### src/rtl/cdb_arbiter_if.sv
// CDB arbiter bus: functional-unit result requests on one side and the
// registered common-data-bus broadcast on the other.
`timescale 1ns/1ps
interface cdb_arbiter_if #(
  parameter int unsigned NUM_REQ   = 4,
  parameter int unsigned ROB_DEPTH = 3,
  parameter int unsigned DATA_W    = 32
);
  localparam int unsigned SRC_W = (NUM_REQ > 1) ? $clog2(NUM_REQ) : 1;

  logic [NUM_REQ-1:0]           req_valid;
  logic [NUM_REQ-1:0]           req_ready;
  logic [NUM_REQ*ROB_DEPTH-1:0] req_rob;
  logic [NUM_REQ*5-1:0]         req_rd_s;
  logic [NUM_REQ*DATA_W-1:0]    req_rd_v;

  logic                         cdb_valid;
  logic                         cdb_ready;
  logic [ROB_DEPTH-1:0]         cdb_rob;
  logic [4:0]                   cdb_rd_s;
  logic [DATA_W-1:0]            cdb_rd_v;
  logic [SRC_W-1:0]             cdb_src;

  // Units and ROB side: present results, consume the broadcast.
  modport master (
    output req_valid, req_rob, req_rd_s, req_rd_v, cdb_ready,
    input  req_ready, cdb_valid, cdb_rob, cdb_rd_s, cdb_rd_v, cdb_src
  );

  // Arbiter side: grants one unit and drives the broadcast register.
  modport slave (
    input  req_valid, req_rob, req_rd_s, req_rd_v, cdb_ready,
    output req_ready, cdb_valid, cdb_rob, cdb_rd_s, cdb_rd_v, cdb_src
  );
endinterface

### src/rtl/cdb_arbiter.sv
// Round-robin arbiter sharing the single CDB / ROB writeback port between
// NUM_REQ functional units. One grant per cycle, winner registered onto the
// CDB; honours ROB backpressure and drops the broadcast on flush.
`timescale 1ns/1ps
module cdb_arbiter #(
  parameter int unsigned NUM_REQ   = 4,
  parameter int unsigned ROB_DEPTH = 3,
  parameter int unsigned DATA_W    = 32
) (
  input logic          clk,
  input logic          rst,
  input logic          flush,
  cdb_arbiter_if.slave bus
);
  localparam int unsigned    SRC_W      = (NUM_REQ > 1) ? $clog2(NUM_REQ) : 1;
  localparam logic [SRC_W:0] NUM_REQ_W  = (SRC_W+1)'(NUM_REQ);
  localparam logic [SRC_W-1:0] LAST_IDX = SRC_W'(NUM_REQ - 1);

  logic [ROB_DEPTH-1:0] rob_a  [NUM_REQ];
  logic [4:0]           rd_s_a [NUM_REQ];
  logic [DATA_W-1:0]    rd_v_a [NUM_REQ];

  logic [SRC_W-1:0]     ptr;
  logic [SRC_W-1:0]     winner;
  logic [SRC_W:0]       idx;
  logic                 any_valid;
  logic                 grant_en;
  logic                 transfer;

  for (genvar g = 0; g < NUM_REQ; g++) begin : g_unpack
    assign rob_a[g]  = bus.req_rob[g*ROB_DEPTH +: ROB_DEPTH];
    assign rd_s_a[g] = bus.req_rd_s[g*5 +: 5];
    assign rd_v_a[g] = bus.req_rd_v[g*DATA_W +: DATA_W];
  end

  // Output register may load when empty or being drained; never during flush or reset.
  assign grant_en = (~bus.cdb_valid | bus.cdb_ready) & ~flush & rst;
  assign transfer = grant_en & any_valid;

  // Rotating-priority search: first valid unit at or after ptr, wrapping.
  always_comb begin
    any_valid = 1'b0;
    winner    = '0;
    idx       = '0;
    for (int unsigned i = 0; i < NUM_REQ; i++) begin
      idx = {1'b0, ptr} + (SRC_W+1)'(i);
      if (idx >= NUM_REQ_W) idx = idx - NUM_REQ_W;
      if (!any_valid && bus.req_valid[idx[SRC_W-1:0]]) begin
        any_valid = 1'b1;
        winner    = idx[SRC_W-1:0];
      end
    end
  end

  // One-hot grant to the winner only when the output register can take it.
  always_comb begin
    bus.req_ready = '0;
    if (transfer) bus.req_ready[winner] = 1'b1;
  end

  // CDB register and pointer: flush beats transfer, transfer beats drain.
  always_ff @(posedge clk or negedge rst) begin
    if (!rst) begin
      bus.cdb_valid <= 1'b0;
      bus.cdb_rob   <= '0;
      bus.cdb_rd_s  <= '0;
      bus.cdb_rd_v  <= '0;
      bus.cdb_src   <= '0;
      ptr           <= '0;
    end else if (flush) begin
      bus.cdb_valid <= 1'b0;
    end else if (transfer) begin
      bus.cdb_valid <= 1'b1;
      bus.cdb_rob   <= rob_a[winner];
      bus.cdb_rd_s  <= rd_s_a[winner];
      bus.cdb_rd_v  <= rd_v_a[winner];
      bus.cdb_src   <= winner;
      ptr           <= (winner == LAST_IDX) ? '0 : winner + 1'b1;
    end else if (bus.cdb_ready) begin
      bus.cdb_valid <= 1'b0;
    end
  end
endmodule

### src/flat_wrapper.sv
// flat-port wrapper written by rule: the top's interface ports become plain ports
module cdb_arbiter_flat 
#(
  parameter int unsigned NUM_REQ   = 4,
  parameter int unsigned ROB_DEPTH = 3,
  parameter int unsigned DATA_W    = 32
)
  (clk, rst, flush, bus_req_valid, bus_req_rob, bus_req_rd_s, bus_req_rd_v, bus_cdb_ready, bus_req_ready, bus_cdb_valid, bus_cdb_rob, bus_cdb_rd_s, bus_cdb_rd_v, bus_cdb_src);
  cdb_arbiter_if #(.NUM_REQ(NUM_REQ), .ROB_DEPTH(ROB_DEPTH), .DATA_W(DATA_W)) bus_i ();
  input logic clk;
  input logic rst;
  input logic flush;
  input wire logic [$bits(bus_i.req_valid)-1:0] bus_req_valid;
  input wire logic [$bits(bus_i.req_rob)-1:0] bus_req_rob;
  input wire logic [$bits(bus_i.req_rd_s)-1:0] bus_req_rd_s;
  input wire logic [$bits(bus_i.req_rd_v)-1:0] bus_req_rd_v;
  input wire logic [$bits(bus_i.cdb_ready)-1:0] bus_cdb_ready;
  output wire logic [$bits(bus_i.req_ready)-1:0] bus_req_ready;
  output wire logic [$bits(bus_i.cdb_valid)-1:0] bus_cdb_valid;
  output wire logic [$bits(bus_i.cdb_rob)-1:0] bus_cdb_rob;
  output wire logic [$bits(bus_i.cdb_rd_s)-1:0] bus_cdb_rd_s;
  output wire logic [$bits(bus_i.cdb_rd_v)-1:0] bus_cdb_rd_v;
  output wire logic [$bits(bus_i.cdb_src)-1:0] bus_cdb_src;
  assign bus_i.req_valid = bus_req_valid;
  assign bus_i.req_rob = bus_req_rob;
  assign bus_i.req_rd_s = bus_req_rd_s;
  assign bus_i.req_rd_v = bus_req_rd_v;
  assign bus_i.cdb_ready = bus_cdb_ready;
  assign bus_req_ready = bus_i.req_ready;
  assign bus_cdb_valid = bus_i.cdb_valid;
  assign bus_cdb_rob = bus_i.cdb_rob;
  assign bus_cdb_rd_s = bus_i.cdb_rd_s;
  assign bus_cdb_rd_v = bus_i.cdb_rd_v;
  assign bus_cdb_src = bus_i.cdb_src;
  cdb_arbiter #(.NUM_REQ(NUM_REQ), .ROB_DEPTH(ROB_DEPTH), .DATA_W(DATA_W)) u_core (.clk(clk), .rst(rst), .flush(flush), .bus(bus_i));
endmodule
### config.mk
export PLATFORM = sky130hd
export DESIGN_NAME = cdb_arbiter_flat
export DESIGN_NICKNAME = d
export VERILOG_FILES = /design/src/rtl/cdb_arbiter_if.sv /design/src/rtl/cdb_arbiter.sv /design/src/flat_wrapper.sv
export SDC_FILE = /design/constraint.sdc
export NUM_CORES = 1
export LEC_CHECK = 0
export ABC_AREA = 1
export CELL_PAD_IN_SITES_DETAIL_PLACEMENT = 1
export CELL_PAD_IN_SITES_GLOBAL_PLACEMENT = 1
export CORE_MARGIN = 2
export CORE_UTILIZATION = 22
export CTS_CLUSTER_DIAMETER = 40
export DETAILED_ROUTE_END_ITERATION = 7
export GPL_TIMING_DRIVEN = 0
export PLACE_DENSITY_LB_ADDON = 0.2
export REMOVE_ABC_BUFFERS = 1
export SYNTH_ARGS = -nofsm -noshare
export SYNTH_HDL_FRONTEND = slang
export SYNTH_SLANG_ARGS = --single-unit
export TNS_END_PERCENT = 1
### constraint.sdc
create_clock -name clk -period 2.25 [get_ports clk]
set_input_delay 0.45 -clock clk [delete_from_list [all_inputs] [get_ports clk]]
set_output_delay 0.45 -clock clk [all_outputs]
set_load 0.05 [all_outputs]
* Yosys cells after proc, flatten, opt, wreduce, memory -nomap -nowiden *
Index checks and enable logic that the tools add are counted.

operators by class
  equality and inequality tests = 1
  mux-type cells = 36
  bitwise operators = 7
  $lt $le $gt $ge = 11
  add/subtract/negate cells = 8
  reductions and logical operators = 9

operators with widths
  operator                                                    number
  binary-select mux 32 bit (select 2 bit)                     1
  two-way mux 32 bit                                          2
  two-way mux 2 bit                                           9
  less-than comparator 2 x 3 -> 1 bit, second input constant  5
  >= comparator 3 bit, second input constant                  4
  two-way mux 1 bit                                           12
  binary-select mux 5 bit (select 2 bit)                      1
  two-way mux 5 bit                                           2
  binary-select mux 1 bit (select 2 bit)                      4
  subtractor 2 x 1 -> 2 bit, second input constant            4
  adder 2 x 2 -> 3 bit, second input constant                 2
  binary-select mux 3 bit (select 2 bit)                      1
  two-way mux 3 bit                                           2
  logical AND 1 bit                                           4
  two-way mux 4 bit                                           1
  adder 2 x 1 -> 3 bit, second input constant                 1
  bitwise AND 1 bit                                           3
  >= comparator 2 x 3 -> 1 bit, second input constant         1
  zero test 1 bit                                             3
  inverter 2 -> 3 bit                                         1
  nonzero test 3 bit                                          1
  adder 2 x 1 -> 2 bit, second input constant                 1
  demux 1 bit (select 2 bit)                                  1
  equality test 2 bit, second input constant                  1
  other kinds (4)                                             5

storage, ports and cells
  output and inout port bits = 47
  input bits = 168
  logic and storage cells = 78
  register bits after elaboration = 45

* Depth between registers and ports, before layout *
  word-level depth = 19
  gate-level depth with buffers = 18
  depth with buffers taken out = 15

* Worst setup path after synthesis *
No wires, ideal clock.

  path kind = flip-flop to output port
  from = reg u_core.ptr[0]
  to = out bus_req_ready[3]
  data arrival time = 2.257 ns
  cell stages (with the launch flop) = 15
  path slack = -0.457 ns
  buffers on the path = 3
  data required time = 1.800 ns
  path through = dfrtp_1 > buf_4 > nand2_1 > nand2_1 > nand2_1 > nand2_1 > nand2_1 > nand2_1 > nand2_1 > nand3_2 > buf_4 > buf_4 > nor2_1 > inv_2 > nor2_1

on the way
  cells in the longest elaborated chain, start to end = 19

RTL lines
  element                                                                        line                text
  start, declared                                                                cdb_arbiter.sv:23   logic [SRC_W-1:0] ptr;
  start signal, assigned                                                         cdb_arbiter.sv:78   ptr <= (winner == LAST_IDX) ? '0 : winner + 1'b1;
  parallel branches: the longest is 18 deep, another holds adder 2 x 1 -> 3 bit  --
  two-way mux 4 bit (*)                                                          cdb_arbiter.sv:58   if (transfer) bus.req_ready[winner] = 1'b1;
  end, declared                                                                  flat_wrapper.sv:18  output wire logic [$bits(bus_i.req_ready)-1:0] bus_req_ready;

Mark *: on every way between the ends. The select of a mux whose other input is x is not followed.

* Worst setup path after layout *
Same ends and word-level chain as after synthesis.

==> results.py <==
metrics = {
    "grt": {
        "grtUsageTotal_pct": 21.7,
        "antenna_found_initial": 0,
        "grt_max_degree": 81,
        "gr-total-overflow": 0,
        "grt_pass1_wl_um": 29800,
        "grt_pass1_vias": 5532,
    },
    "cts": {
        "clk_pin_slew_ns": 0.06,
        "cts_hold_buf": 0,
        "cts_num_sinks": 45,
        "cts_max_level": 2,
        "cts_root_buf": "clkbuf_16",
        "numCtsBuffers": 5,
        "clock_latency_ns": 0.28,
        "max-clock-path-buffers": 2,
        "cts_tree": "yes",
    },
    "critical_path": {
        "r2r-start": "u_core.ptr[0]",
        "path_max_fanout": 7,
        "crit_path_top_delay_cell": "dfrtp_2",
        "arrival_ns": 2.29,
        "critical_path.max_stage_delay_ns": 0.48,
        "worstSetupEndpointType": "output port",
        "worstPathCellList": "buf_12, nand2_8, nand3_4, nand2_4, clkinvlp_4, nand3_4, nand4_1, buf_8, nor2_4, inv_2, nor2_2, buf_6",
        "critPathLaunchType": "flop",
        "crit_required_ns": 1.80,
        "reg2reg_depth": 13,
        "worstSetupPathType": "reg2out",
        "worst_setup_path_startpoint": "u_core.ptr[0]",
        "cpMostUsedCell": "nand3_4",
    },
    "floorplanning": {
        "start_util_pct": 22.6,
        "coreArea_um2": 16000,
        "die_y_um": 132,
        "ios": 215,
        "die-area_um2": 17500,
        "die-width_um": 132,
        "row_count": 46,
    },
    "sta": {
        "min_period_ns": 2.74,
        "relSlewSlack_pct": 58.0,
        "clock.fmax_mhz": 365,
        "rsz0062_at_grt": "true",
        "fin_skew_ns": 0.00361,
        "finalHoldViolCount": 0,
        "worst_slew_pin_slew_ns": 0.630,
        "slew_viol_final": 0,
        "worst_slack_ns": -0.488,
        "finalCritPeriodShare_pct": 122,
        "finalSetupViolCount": 44,
    },
    "drt": {
        "top_layer": "met4",
        "wl_per_cell_um": 17.9,
        "vias": 5082,
        "firstDrtPassIters": 4,
        "first_iter_violations": 151,
        "wl_met2_um": 9920,
        "drtAntennaViolNets": 0,
        "vias_per_cell": 4.61,
        "wl_met1_um": 7950,
        "drcViolationCount": 0,
        "wl_met3_um": 1330,
        "routed_wl_um": 19800,
    },
    "final_layout": {
        "final_common_cell": "nand2_1",
        "final_cell_mix": "428 x nand2_1, 205 x clkdlybuf4s50_1, 81 x nand3_1",
        "num-nets-final": 1054,
        "area_growth_pct": 89.1,
        "drive_above_1_share_pct": 13.2,
        "fillers": 2079,
        "antennaDiodeCount": 0,
        "final_util_pct": 42.8,
    },
    "run_status": {
        "violations": "setup timing",
        "status": "complete, but fails checks",
    },
    "power": {
        "power_frac_clock_pct": 7.0,
        "p_leak_uw": 0.00347,
        "switching_share_pct": 57.1,
        "switchingPower_uw": 7080,
        "p_per_area_nw_per_um2": 1810,
        "power_frac_seq_pct": 11.2,
        "p_int_uw": 5330,
        "irDropWorstVdd_uv": 1170,
        "total_power_uw": 12400,
        "comb_power_share_pct": 81.9,
    },
    "place": {
        "hpwl_um": 10900,
        "gp_congestion": 0.790,
        "portBuffers": 214,
    },
    "synthesis": {
        "yosysUniqueCellTypes": 18,
        "ys_ff_latch": 45,
        "ys_seq_area_share_pct": 31.1,
        "synthesis.area_um2": 3620,
        "synthCells": 655,
        "postSynthAreaPerCell_um2": 5.53,
        "ys_warn_count": 0,
    },
    "flow_run": {
        "maxCapViolCount": 0,
    },
    "hold_path": {
        "hold_class": "in2async",
    },
}
path summary, 6_finish.rpt:
| check | end | slack (ns) |
|---|---|---|
| min in group clk | u_core.bus.cdb_rd_v[7] | 0.48 |
| setup reg to reg | u_core.bus.cdb_rd_v[3] | -0.36 |
| setup / recovery | bus_req_ready[3] | -0.49 |
| hold reg to reg | u_core.bus.cdb_rd_v[7] | 0.48 |
| max in group asynchronous | u_core.bus.cdb_rd_v[14] | 1.55 |
| hold / removal | u_core.bus.cdb_rd_v[2] | 0.16 |
synthesized netlist by cell type, drive strengths merged:
| cell | n | area [um2] |
|---|---|---|
| nand4 | 1 | 6.26 |
| buf | 32 | 181 |
| dfrtp | 45 | 1130 |
| nand2 | 450 | 1690 |
| o211ai | 1 | 7.51 |
| o21ai | 4 | 20.0 |
| clkbuf | 12 | 45.0 |
| a21oi | 1 | 5.00 |
| nor2 | 6 | 25.0 |
| inv | 15 | 56.3 |
| nand3 | 88 | 458 |
power groups by stage:
stage | registers, uW | clock network, uW | logic, uW
3_3_place_gp | 1360 | 0 | 5950
3_5_place_dp | 1380 | 0 | 7820
5_1_grt | 1420 | 925 | 11200
6_report | 1380 | 864 | 10200
2_1_floorplan | 2470 | 0 | 3850
4_1_cts | 1370 | 892 | 9640
state kept, by name, indices dropped and copies added, names as in the netlist:
name	count
u_core.bus.cdb_rd_v	32
u_core.ptr	2
u_core.bus.cdb_valid	1
u_core.bus.cdb_src	2
u_core.bus.cdb_rob	3
u_core.bus.cdb_rd_s	5
metal layers:
| layer | up-vias | track usage [%] |
|---|---|---|
| met2 | 153 | 40.4 |
| met4 | 0 | 5.91 |
| met3 | 32 | 5.84 |
| met5 | - | 0 |
| li1 | 2491 | - |
| met1 | 2406 | 24.3 |
worst max-delay path: cells and delay by family, from the launching register on:
| kind | cells | cell delay [ns] |
|---|---|---|
| buffers and inverters | 5 | 0.73 |
| flip-flops | 1 | 0.48 |
| AND/OR/NAND/NOR | 7 | 0.79 |
layout make-up:
class,count,area (um2),share of cell area (%)
Clock inverter,1,30.0,0.439
Timing Repair Buffer,258,2660,38.8
Tap cell,216,270,3.95
Inverter,15,85.1,1.24
Multi-Input combinational cell,555,2490,36.3
Timing Repair inverter,6,45.0,0.658
Sequential cell,45,1130,16.5
Clock buffer,7,143,2.08
metrics by stage:
stage	hold WS, ns	setup WS, ns	instances	TNS, ns	instance area (um2)
global placement	0.461	-5.09	1041	-271.46	5810
CTS	0.166	-0.427	1092	-12.23	6640
finish	0.155	-0.488	1103	-14.88	6850
global route	0.183	-0.594	1103	-21.95	6850
detailed placement	0.467	-2.76	1046	-116.20	5910
floorplan	0.154	-2.08	611	-82.86	3390
what timing repair did:
item	in CTS	in global routing
pin swaps	14	12
endpoints found under the setup margin	49	46
resized for setup	83	29
setup buffers	26	9
gates cloned	12	2
cells by family (layout without fill, tap and decap cells):
group	count (synthesis)	in the layout	synth area share (%)
flops	45	45	31.1
buf+inv	59	287	7.81
simple gates	545	549	60.2
compound gates	6	6	0.899
Power figures use the tool's default switching activity.
